--- src/rtl/step_pkg.sv ---
// rtl/step_pkg.sv - coil pattern constants, decoder state enum and pattern decode helper
package step_pkg;

  // Full-step coil patterns, shared with the drive-side FSM
  localparam logic [3:0] P0 = 4'b1100;
  localparam logic [3:0] P1 = 4'b0110;
  localparam logic [3:0] P2 = 4'b0011;
  localparam logic [3:0] P3 = 4'b1001;

  typedef enum logic [1:0] {
    UNSYNC = 2'd0,
    TRACK  = 2'd1,
    FAULT  = 2'd2
  } state_t;

  typedef struct packed {
    logic       legal;
    logic [1:0] idx;
  } decode_t;

  // Map a coil pattern to its phase index; any of the other 12 codes is illegal
  function automatic decode_t decode_phases(input logic [3:0] pat);
    decode_t d;
    d.legal = 1'b1;
    d.idx   = 2'd0;
    case (pat)
      P0:      d.idx = 2'd0;
      P1:      d.idx = 2'd1;
      P2:      d.idx = 2'd2;
      P3:      d.idx = 2'd3;
      default: d.legal = 1'b0;
    endcase
    return d;
  endfunction

endpackage

--- src/rtl/phase_filter.sv ---
// rtl/phase_filter.sv - qualifies the registered sample once it has held for FILTER_LEN samples
module phase_filter #(
  parameter int FILTER_LEN = 4
) (
  input  logic       i_clock,
  input  logic       i_reset,
  input  logic [3:0] i_phases,
  input  logic [3:0] i_sample,
  output logic       o_tvalid
);

  localparam int CNT_W = $clog2(FILTER_LEN + 1);

  // Run length of the value held in the sample register, counted as it is loaded
  logic [CNT_W-1:0] r_run;

  // A new value entering the sample register restarts the run; the count saturates
  always_ff @(posedge i_clock) begin
    if (i_reset) begin
      r_run <= '0;
    end else if (i_phases != i_sample) begin
      r_run <= CNT_W'(1);
    end else if (r_run < CNT_W'(FILTER_LEN)) begin
      r_run <= r_run + CNT_W'(1);
    end
  end

  assign o_tvalid = (r_run >= CNT_W'(FILTER_LEN));

endmodule

--- src/rtl/step_decoder.sv ---
// rtl/step_decoder.sv - stepper coil pattern decoder (optional glitch filter: STEP_DECODER_GLITCH_FILTER_EN)
module step_decoder
  import step_pkg::*;
#(
  parameter int POS_W      = 16,
  parameter int FILTER_LEN = 4
) (
  input  logic                    i_clock,
  input  logic                    i_reset,
  input  logic [3:0]              i_phases,
  input  logic                    i_clear_fault,
  input  logic                    i_zero_pos,
  output logic                    o_step_pulse,
  output logic                    o_step_dir,
  output logic signed [POS_W-1:0] o_position,
  output logic [1:0]              o_phase_idx,
  output logic                    o_synced,
  output logic                    o_fault
);

  localparam logic signed [POS_W-1:0] POS_ONE = POS_W'(1);

  logic [3:0]              r_sample;
  state_t                  r_state;
  logic                    r_step_pulse;
  logic                    r_step_dir;
  logic signed [POS_W-1:0] r_position;
  logic [1:0]              r_phase_idx;
  logic                    r_synced;
  logic                    r_fault;
  logic                    w_eval_valid;
  decode_t                 w_dec;

  // Sample stage: decisions are only ever made on the registered copy of the coils
  always_ff @(posedge i_clock) begin
    if (i_reset) begin
      r_sample <= 4'b0000;
    end else begin
      r_sample <= i_phases;
    end
  end

`ifdef STEP_DECODER_GLITCH_FILTER_EN
  phase_filter #(
    .FILTER_LEN(FILTER_LEN)
  ) u_phase_filter (
    .i_clock  (i_clock),
    .i_reset  (i_reset),
    .i_phases (i_phases),
    .i_sample (r_sample),
    .o_tvalid (w_eval_valid)
  );
`else
  // Unfiltered: every registered sample is evaluated (true for any sane FILTER_LEN)
  assign w_eval_valid = (FILTER_LEN > 0);
`endif

  assign w_dec = decode_phases(r_sample);

  // Tracking FSM; synced/fault are registered alongside the state transitions
  always_ff @(posedge i_clock) begin
    if (i_reset) begin
      r_state      <= UNSYNC;
      r_step_pulse <= 1'b0;
      r_step_dir   <= 1'b0;
      r_position   <= '0;
      r_phase_idx  <= 2'd0;
      r_synced     <= 1'b0;
      r_fault      <= 1'b0;
    end else begin
      r_step_pulse <= 1'b0;
      case (r_state)
        UNSYNC: begin
          if (w_eval_valid && w_dec.legal) begin
            r_state     <= TRACK;
            r_phase_idx <= w_dec.idx;
            r_synced    <= 1'b1;
          end
        end
        TRACK: begin
          if (w_eval_valid) begin
            if (!w_dec.legal || (w_dec.idx == r_phase_idx + 2'd2)) begin
              r_state  <= FAULT;
              r_synced <= 1'b0;
              r_fault  <= 1'b1;
            end else if (w_dec.idx == r_phase_idx + 2'd1) begin
              r_step_pulse <= 1'b1;
              r_step_dir   <= 1'b1;
              r_position   <= r_position + POS_ONE;
              r_phase_idx  <= w_dec.idx;
            end else if (w_dec.idx == r_phase_idx - 2'd1) begin
              r_step_pulse <= 1'b1;
              r_step_dir   <= 1'b0;
              r_position   <= r_position - POS_ONE;
              r_phase_idx  <= w_dec.idx;
            end
          end
        end
        FAULT: begin
          if (i_clear_fault) begin
            r_state <= UNSYNC;
            r_fault <= 1'b0;
          end
        end
        default: begin
          r_state  <= UNSYNC;
          r_synced <= 1'b0;
          r_fault  <= 1'b0;
        end
      endcase
      // Zeroing wins over any step taken on the same edge
      if (i_zero_pos) begin
        r_position <= '0;
      end
    end
  end

  assign o_step_pulse = r_step_pulse;
  assign o_step_dir   = r_step_dir;
  assign o_position   = r_position;
  assign o_phase_idx  = r_phase_idx;
  assign o_synced     = r_synced;
  assign o_fault      = r_fault;

endmodule

--- config.mk ---
export PLATFORM = sky130hd
export DESIGN_NAME = step_decoder
export DESIGN_NICKNAME = d
export VERILOG_FILES = /design/src/rtl/step_pkg.sv /design/src/rtl/phase_filter.sv /design/src/rtl/step_decoder.sv
export SDC_FILE = /design/constraint.sdc
export NUM_CORES = 1
export LEC_CHECK = 0
export CORE_MARGIN = 3
export CORE_UTILIZATION = 58
export DETAILED_ROUTE_END_ITERATION = 12
export PLACE_DENSITY = 0.83
export RECOVER_POWER = 25
export SYNTH_ARGS = -nofsm -noshare
export SYNTH_HDL_FRONTEND = slang
export SYNTH_SLANG_ARGS = --single-unit
--- constraint.sdc ---
create_clock -name i_clock -period 5.37 [get_ports i_clock]
set_input_delay 1.074 -clock i_clock [delete_from_list [all_inputs] [get_ports i_clock]]
set_output_delay 1.074 -clock i_clock [all_outputs]
set_load 0.02 [all_outputs]
==> results.toml <==
[synth]
synth-xor-area-share_pct = 7.10
synth_seq_area_share_pct = 28.1
synth_top_family_by_area = "simple AND/OR/NAND/NOR gates"
synth.top_cell.area_share_pct = 28.1
muxShareOfSynthArea_pct = 2.01
synth_fa_ha_area_share_pct = 9.80
synth_area_um2 = 1990
ys.flop_type = "dfxtp_1"
async_flop_share_pct = 0
postSynthAreaPerCell_um2 = 8.33
synth-compound-area-share_pct = 21.8
syn_nets = 262
synth_cell_type_count = 51
synth-edff-count = 0
yosys.area_share.simple_pct = 26.9
synth_area_leaders = "dfxtp_1 (28%), ha_1 (8.8%), a21oi_1 (4.5%)"
ys_warn_count = 0
postSynthCellCount = 239
synth_seq_cells = 28
yosysTopAreaCell = "dfxtp_1"

[clock_tree]
htreeDepth = 1
cts_resized = 0
cts_num_sinks = 28
clock_latency_ns = 0.34
cts_root_buf = "clkbuf_4"
clk_pin_slew_worst_paths_ns = 0.16
cts_setup_buffers = 0
clock_path_buffers = 2
holdBufCountCts = 0
cts_made_buffers = 3
cts_tree = "yes"

[setup_path]
r2r_cells = 12
cp.arrival_ns = 3.78
critPathKind = "reg2reg"
worstSetupStartpointType = "flop"
crit_fanout = 14
cp-end-kind = "flop"
crit_required_ns = 5.62

[global_routing]
grt_max_degree = 20
antenna_found_initial = 0
grt_pass1_vias = 1765
grt_pass1_wl_um = 7560
grt.overflow.total = 0
grt_usage_pct = 22.3

[place]
gp_congestion = 0.874
place_ws_ns = 1.85
portBuffers = 29
place_hpwl_um = 3220

[min_path]
holdPathStages = 2
hold_path.class = "reg2reg"

[timing]
setup_ws_ns = 1.84
finalHoldViolCount = 0
min_period_ns = 3.53
worstMarginPinSlew_ns = 0.726
period_share_pct = 65.7
slew_headroom_pct = 50.9
hold_slack_ns = 0.476
skew_ns = 0.0134
setup_violations = 0
setup-tns-final_ns = 0
drv_slew = 0
fmax_mhz = 283
rsz0062_at_grt = "false"

[run]
drv_cap = 0

[power]
power.total_mw = 0.380
p_leak_nw = 0.888
ir_drop_mv = 0.170
p_per_area_nw_per_um2 = 167

[routing]
firstDrtPassIters = 4
wirelength_um = 4260
drt_iter0_drc = 96
wire_per_inst_um = 13.9
vias_per_cell = 5.89
vias = 1801
ant_nets = 0
drc = 0

[cells_and_area]
nets = 286
drive_above_1_share_pct = 5.73
syn_to_final_growth_pct = 14.5
diodes = 0
fin_util_pct = 72.3

[floorplan]
initial_core_util_pct = 63.2
rows = 20
die_y_um = 64.6
pin_count = 30
die_area_um2 = 4170
die_x_um = 64.6
coreArea_um2 = 3150

[outcome]
outcome = "completed"
## cells in the mapped netlist, drive strengths merged (3+ instances only)
master,count
ha,14
or3,7
nor3,8
a21o,6
and3,3
xnor2,7
a211oi,5
a31oi,7
nand3,10
mux2i,4
nand2,24
inv,4
clkbuf,4
nor2,22
buf,6
a21oi,18
o21a,4
o21ai,13
or2,3
xor2,7
nor2b,5
dfxtp,28
nand2b,4
## sequential cells by signal, indices dropped and copies added, names as in the netlist
register,count
o_position,16
r_sample,4
o_phase_idx,2
r_state,2
o_fault,1
o_step_dir,1
o_step_pulse,1
o_synced,1
## power by group
group / switching (mW) / internal (mW) / total [mW]
logic: 0.0277 / 0.0256 / 0.0533
clock network: 0.0658 / 0.0416 / 0.107
registers: 0.00728 / 0.212 / 0.220
## through the flow
stage	instance area (µm²)	std cells
final	2280	306
after global routing	2280	306
after CTS	2300	306
after detailed placement	2270	302
after global placement	2270	302
after floorplan	1990	239
## metal layers
| layer | vias to the layer above | global-route usage (%) | share of wire [%] |
|---|---|---|---|
| met5 | - | 0 | 0 |
| met4 | 0 | 6.86 | 0.75 |
| met3 | 4 | 3.99 | 3.5 |
| met2 | 43 | 39.4 | 47 |
| met1 | 832 | 27.5 | 48 |
| li1 | 922 | - | - |
## final timing paths
kind / startpoint / endpoint / slack [ns]
worst min register to register: o_step_dir / o_step_dir / 0.48
worst min-delay path: o_step_dir / o_step_dir / 0.48
worst max register to register: r_sample[1] / o_position[12] / 1.84
worst max-delay path: r_sample[1] / o_position[12] / 1.84
## placed cells by master (no fill, tap or decap), drive strengths merged, types with 5 or more instances in the layout
cell type	n
xor2	7
or3	7
o21ai	13
xnor2	7
a21oi	18
nor2b	5
dfxtp	28
a31oi	7
nand2	24
clkdlybuf4s50	28
a21o	6
ha	14
nand3	10
nor2	22
nor3	8
a211oi	5
## area by class of cell
type / instances / area (µm²)
multi-input cells: 197 / 1320
flip-flops and latches: 28 / 561
clock buffers: 4 / 36.3
repair buffers: 29 / 290
well taps: 44 / 55.1
inverters: 4 / 15.0
fillers: 270 / 872
## cell families (layout without fill, tap and decap cells)
family	count (synthesis)	after routing
xor gates and xnor gates	14	14
adders and majority gates	15	15
AOI/OAI and AO/OA	67	67
DFF	28	28
buffers and inverters	14	37
muxes	4	4
and+or+nand+nor	97	97
## worst max-delay path, cell delays in order, from the launching register on
cell and delay, ns:
dfxtp_1 0.57, and4bb_4 0.30, o21ai_0 0.15, a31oi_1 0.08
or2_2 0.32, inv_1 0.38, ha_1 0.37, nor2b_1 0.16
o211ai_1 0.20, a21oi_1 0.16, or3_1 0.41, a211oi_1 0.26
nor3_2 0.08
Power figures use the tool's default switching activity.
